## config.mk

```make
export PLATFORM = sky130hd
export DESIGN_NAME = alu_seq
export DESIGN_NICKNAME = d
export VERILOG_FILES = /design/src/rtl/alu_seq.sv
export SDC_FILE = /design/constraint.sdc
export NUM_CORES = 1
export LEC_CHECK = 0
export CAP_MARGIN = 0
export CORE_UTILIZATION = 60
export DETAILED_ROUTE_END_ITERATION = 8
export GPL_ROUTABILITY_DRIVEN = 0
export PLACE_DENSITY_LB_ADDON = 0.2
export REMOVE_ABC_BUFFERS = 1
export SYNTH_ARGS = -nofsm -noshare
export SYNTH_HDL_FRONTEND = slang
export SYNTH_SLANG_ARGS = --single-unit
export TNS_END_PERCENT = 50
```

## constraint.sdc

```tcl
create_clock -name clk -period 7.8 [get_ports clk]
set_input_delay 2.34 -clock clk [delete_from_list [all_inputs] [get_ports clk]]
set_output_delay 2.34 -clock clk [all_outputs]
set_load 0.005 [all_outputs]
```

## src/rtl/alu_seq.sv

```systemverilog
// Multi-cycle ALU: single-cycle logic/arith ops, iterative shift-add MUL and restoring DIV.
// Result and flags are registered and announced by a one-cycle done pulse.
module alu_seq #(
  parameter int WIDTH = 16
) (
  input  logic             clk,
  input  logic             rst,
  input  logic             start,
  input  logic [2:0]       op,
  input  logic [WIDTH-1:0] data_a,
  input  logic [WIDTH-1:0] data_b,
  output logic [WIDTH-1:0] result,
  output logic             done,
  output logic             busy,
  output logic             zflag,
  output logic             cflag,
  output logic             dzflag
);

  localparam logic [2:0] OP_ADD = 3'b000, OP_SUB = 3'b001, OP_AND = 3'b010, OP_OR = 3'b011,
                         OP_XOR = 3'b100, OP_PASSB = 3'b101, OP_MUL = 3'b110, OP_DIV = 3'b111;
  localparam int CW = $clog2(WIDTH + 1);
  localparam logic [CW-1:0] LAST = CW'(WIDTH - 1);

  typedef enum logic [1:0] {IDLE, CALC, FIN} state_t;

  state_t           state_q, state_d;
  logic [CW-1:0]    cnt_q, cnt_d;
  logic             is_div_q, is_div_d;
  logic [WIDTH-1:0] acc_q, acc_d;    // MUL partial product
  logic [WIDTH-1:0] opb_q, opb_d;    // MUL multiplicand (shifts left) / DIV divisor
  logic [WIDTH-1:0] shf_q, shf_d;    // MUL multiplier (shifts right) / DIV dividend -> quotient
  logic [WIDTH:0]   rem_q, rem_d;
  logic [WIDTH-1:0] result_q, result_d;
  logic             zf_q, zf_d, cf_q, cf_d, dzf_q, dzf_d, done_q, done_d;

  logic [WIDTH:0]   add_w, sub_w, rem_sh;
  logic [WIDTH-1:0] alu_res, fin_res;
  logic             alu_c, iter_op;

  assign add_w   = {1'b0, data_a} + {1'b0, data_b};
  assign sub_w   = {1'b0, data_a} - {1'b0, data_b};
  assign rem_sh  = {rem_q[WIDTH-1:0], shf_q[WIDTH-1]};
  assign fin_res = is_div_q ? shf_q : acc_q;
  assign iter_op = (op == OP_MUL) || ((op == OP_DIV) && (data_b != '0));

  always_comb begin
    alu_res = '0;
    alu_c   = 1'b0;
    case (op)
      OP_ADD:   begin alu_res = add_w[WIDTH-1:0]; alu_c = add_w[WIDTH]; end
      OP_SUB:   begin alu_res = sub_w[WIDTH-1:0]; alu_c = sub_w[WIDTH]; end
      OP_AND:   alu_res = data_a & data_b;
      OP_OR:    alu_res = data_a | data_b;
      OP_XOR:   alu_res = data_a ^ data_b;
      OP_PASSB: alu_res = data_b;
      default:  alu_res = '0;
    endcase
  end

  // State register plus datapath flops
  always_ff @(posedge clk) begin
    if (rst) begin
      state_q  <= IDLE;
      cnt_q    <= '0;
      is_div_q <= 1'b0;
      acc_q    <= '0;
      opb_q    <= '0;
      shf_q    <= '0;
      rem_q    <= '0;
      result_q <= '0;
      zf_q     <= 1'b1;
      cf_q     <= 1'b0;
      dzf_q    <= 1'b0;
      done_q   <= 1'b0;
    end else begin
      state_q  <= state_d;
      cnt_q    <= cnt_d;
      is_div_q <= is_div_d;
      acc_q    <= acc_d;
      opb_q    <= opb_d;
      shf_q    <= shf_d;
      rem_q    <= rem_d;
      result_q <= result_d;
      zf_q     <= zf_d;
      cf_q     <= cf_d;
      dzf_q    <= dzf_d;
      done_q   <= done_d;
    end
  end

  always_comb begin
    state_d = state_q;
    case (state_q)
      IDLE:    if (start && iter_op) state_d = CALC;
      CALC:    if (cnt_q == LAST) state_d = FIN;
      FIN:     state_d = IDLE;
      default: state_d = IDLE;
    endcase
  end

  always_comb begin
    cnt_d    = cnt_q;
    is_div_d = is_div_q;
    acc_d    = acc_q;
    opb_d    = opb_q;
    shf_d    = shf_q;
    rem_d    = rem_q;
    result_d = result_q;
    zf_d     = zf_q;
    cf_d     = cf_q;
    dzf_d    = dzf_q;
    done_d   = 1'b0;
    case (state_q)
      IDLE: if (start) begin
        if (iter_op) begin
          cnt_d    = '0;
          is_div_d = (op == OP_DIV);
          acc_d    = '0;
          rem_d    = '0;
          opb_d    = data_b;
          shf_d    = data_a;
        end else if (op == OP_DIV) begin
          result_d = '1;
          zf_d     = 1'b0;
          cf_d     = 1'b0;
          dzf_d    = 1'b1;
          done_d   = 1'b1;
        end else begin
          result_d = alu_res;
          zf_d     = (alu_res == '0);
          cf_d     = alu_c;
          dzf_d    = 1'b0;
          done_d   = 1'b1;
        end
      end
      CALC: begin
        cnt_d = cnt_q + CW'(1);
        if (is_div_q) begin
          // Restoring step: shift next dividend bit into remainder, subtract if it fits
          if (rem_sh >= {1'b0, opb_q}) begin
            rem_d = rem_sh - {1'b0, opb_q};
            shf_d = {shf_q[WIDTH-2:0], 1'b1};
          end else begin
            rem_d = rem_sh;
            shf_d = {shf_q[WIDTH-2:0], 1'b0};
          end
        end else begin
          acc_d = acc_q + (shf_q[0] ? opb_q : '0);
          opb_d = opb_q << 1;
          shf_d = shf_q >> 1;
        end
      end
      FIN: begin
        result_d = fin_res;
        zf_d     = (fin_res == '0);
        cf_d     = 1'b0;
        dzf_d    = 1'b0;
        done_d   = 1'b1;
      end
      default: ;
    endcase
  end

  always_comb begin
    busy   = (state_q != IDLE);
    done   = done_q;
    result = result_q;
    zflag  = zf_q;
    cflag  = cf_q;
    dzflag = dzf_q;
  end

endmodule
```

==> results.cfg <==
[synthesis]
synthSimpleGateAreaFrac_pct = 22.13
syn_inst = 1149
synth_cell_types = 83
synth_area_sq_mm = 0.008554
avgSynthCellArea_sq_um = 7.445
synth_top_family_by_area = compound AO/OA/AOI/OAI gates
synth_compound_area_share_pct = 28.71
muxShareOfSynthArea_pct = 5.324
ys.flop_type = dfxtp_1
ys_seq_elements = 92
ys_seq_area_share_pct = 21.53
async_flop_share_pct = 0
synth_warnings = 0
yosys.area_share.xor_xnor_pct = 2.252
synth-adder-area-share_pct = 13.22
synth-edff-count = 0

[clocking]
cts_setup_buffers = 0
cts_max_path_buffers = 2
ctsRootBufferMaster = clkbuf_16
numCtsBuffers = 9
cts_resized = 0
cts_num_sinks = 92
h-tree-depth = 3
postCtsHoldBufs = 0
cts_tree = built
clkLatencyLatePin_ps = 350
clkTransAtPathRegs_ps = 70

[power]
switching_share_pct = 33.54
total_power_mw = 1.394
pwr_density_cell_mw_per_mm2 = 147.5
vdd_ir_drop_max_mv = 0.1165
leakagePower_nw = 3.847
p_int_mw = 0.9262
pwr-share-seq_pct = 37.0
pwr-share-clk_pct = 31.8
power.switching_mw = 0.4675
power.combinational.fraction_pct = 31.2

[drt]
wl_per_cell_um = 18.47
drt_wl_total_mm = 24.85
ant_nets = 0
drcViolationCount = 0
via_per_inst = 6.464
vias = 8694
drtIter0Drc = 884
drtPass1Iterations = 6

[die]
die_w_um = 121.4
dieArea_sq_mm = 0.01474
initial_core_util_pct = 61.63
rows = 43
core_area_sq_mm = 0.01388
boundaryPins = 59
die_h_um = 121.4

[finish]
antenna_cells = 0
layout.nets = 1286
syn_to_final_growth_pct = 10.43
drive_above_1_share_pct = 4.635
final_area_sq_mm = 0.009447

[global_routing]
grt.overflow.total = 0
antenna_found_initial = 0
grt_pass1_wl_mm = 39.63
grt_pass1_vias = 7693
grt_max_degree = 77
grt_usage_pct = 34.06

[sta]
finClkSkew_ps = 7.842
worst_pin_slew_ps = 1168
postLayoutSetupSlackWorst_ps = 1980
hold_viol_final = 0
min_period_ps = 5820
fmax_mhz = 171.8
slew_headroom_pct = 21.96
fin_hold_ws_ps = 458.7
rsz0062_at_grt = no
timing.final.crit_share_pct = 74.62
slew_viol_final = 0
finalSetupViolations = 0
fin_setup_tns_ps = 0

[placed_design]
hpwl_mm = 18.30
io_buffers = 58
placed_area_sq_mm = 0.009150
post-place-ws_ps = 1801

[worst_setup_path]
worst-path-buf-inv = 2
path_max_fanout = 5
cp.required_ps = 8070
end_kind = flop
setup.worst_path.class = input pin to flop
crit_chain = clkdlybuf4s50_1, ha_1, inv_1, fa_1, nand2b_1, a211oi_1, o211ai_1, a211oi_1, o32ai_1, o31ai_1, nand4_1, or4_4, o31ai_2
critPathSlowestCell = clkdlybuf4s50_1
cpPeakStageDelay_ps = 590
worst_setup_path_start_kind = input pin
cp_common_cell = a211oi_1
critPathTopFamily = compound AO/OA/AOI/OAI gates
arrival_ps = 6090

[outcome]
status = finished clean

[job]
drv_cap = 0

[worst_hold_path]
min_path_type = flop to flop
[worst reg2reg max path: stages (launching register included)]
cell,delay [ps]
dfxtp_1,480
inv_1,90
ha_1,310
nor2b_1,140
o31ai_1,340
a211oi_1,210
o211ai_2,220
a21boi_1,150
o31ai_4,380
and2_1,820
mux2_2,420
o21ai_0,140
[per-stage QoR]
stage                     util (%)  std cells
after detailed placement     65.92       1329
after global routing         68.05       1345
after CTS                    68.05       1345
after floorplan                  -       1082
after global placement       65.92       1329
final                        68.05       1345
[kinds of logic (layout without fill, tap and decap cells)]
| family | Yosys count | after routing |
|---|---|---|
| mux | 45 | 45 |
| flops | 92 | 92 |
| xor+xnor | 22 | 22 |
| compound gates | 364 | 364 |
| buf+inv | 144 | 160 |
| simple gates | 394 | 394 |
| fa+ha+maj | 88 | 88 |
[power by group through the flow]
| stage | clock network (mW) | registers, mW | logic, mW |
|---|---|---|---|
| 2_1_floorplan | 0 | 0.518 | 0.283 |
| 3_5_place_dp | 0 | 0.526 | 0.422 |
| 6_report | 0.443 | 0.516 | 0.434 |
| 4_1_cts | 0.446 | 0.515 | 0.425 |
| 5_1_grt | 0.464 | 0.518 | 0.474 |
| 3_3_place_gp | 0 | 0.525 | 0.417 |
[metal layers]
metal  up-vias  GRT usage, %  share of wire (%)
li1       4174             -                  -
met3        68         5.263                8.7
met1      4000         49.59                 46
met4         0         12.27                3.4
met5         -             0                  0
met2       452         50.11                 42
[flip-flops by register name, summed over array words and instances (netlist names)]
register,flops
opb_q,16
done,1
dzflag,1
state_q,2
cnt_q,5
result,16
rem_q,16
cflag,1
shf_q,16
zflag,1
is_div_q,1
acc_q,16
[synth_stat cells (all sizes together) (15+ instances only)]
| master | instances | share of area, % |
|---|---|---|
| a21o | 21 | 1.8 |
| buf | 20 | 1.4 |
| and2 | 21 | 1.6 |
| a311oi | 17 | 1.7 |
| o21ai | 66 | 3.9 |
| nand2 | 96 | 4.2 |
| nor2b | 15 | 1.2 |
| mux2i | 41 | 4.8 |
| clkbuf | 47 | 2.1 |
| xnor2 | 17 | 1.7 |
| nor3 | 30 | 1.8 |
| a21oi | 108 | 6.3 |
| nand2b | 15 | 1.1 |
| dfxtp | 92 | 22 |
| nor2 | 135 | 5.9 |
| inv | 77 | 3.4 |
| ha | 84 | 12 |
| nand3 | 20 | 1.2 |
| a211oi | 33 | 2.9 |
[placed cells by master, fill, tap and decap left out, types with 13 or more instances in the layout]
cell	count
ha_1	84
o21ai_1	18
a21o_1	21
nand3_1	20
dfxtp_1	91
xnor2_1	17
nand2b_1	15
mux2i_1	41
a211oi_1	33
o21ai_0	46
and2_1	20
a21oi_1	108
a221oi_1	13
nand2_1	96
nor3_1	29
nor2_1	134
inv_1	77
nor2b_1	14
clkdlybuf4s50_1	57
a311oi_1	17
[layout make-up]
class                      instances  area, sq um
multi-input combinational        913         6150
sequential                        92         1843
clock inverter                     3        46.29
timing repair buffer              67        643.1
inverter                          77        289.0
tap                              180        225.2
fill                            1208         4434
clock buffer                      13        250.2
[final timing paths]
path / startpoint / end / slack, ps / depth (start not counted)
setup / recovery: data_b[0] / zflag / 1980 / 13
hold / removal: result[15] / result[15] / 460 / 2
setup reg to reg: opb_q[1] / rem_q[11] / 4030 / 11
hold reg to reg: result[15] / result[15] / 460 / 2
Note: power is estimated with default switching activity, not from simulation.
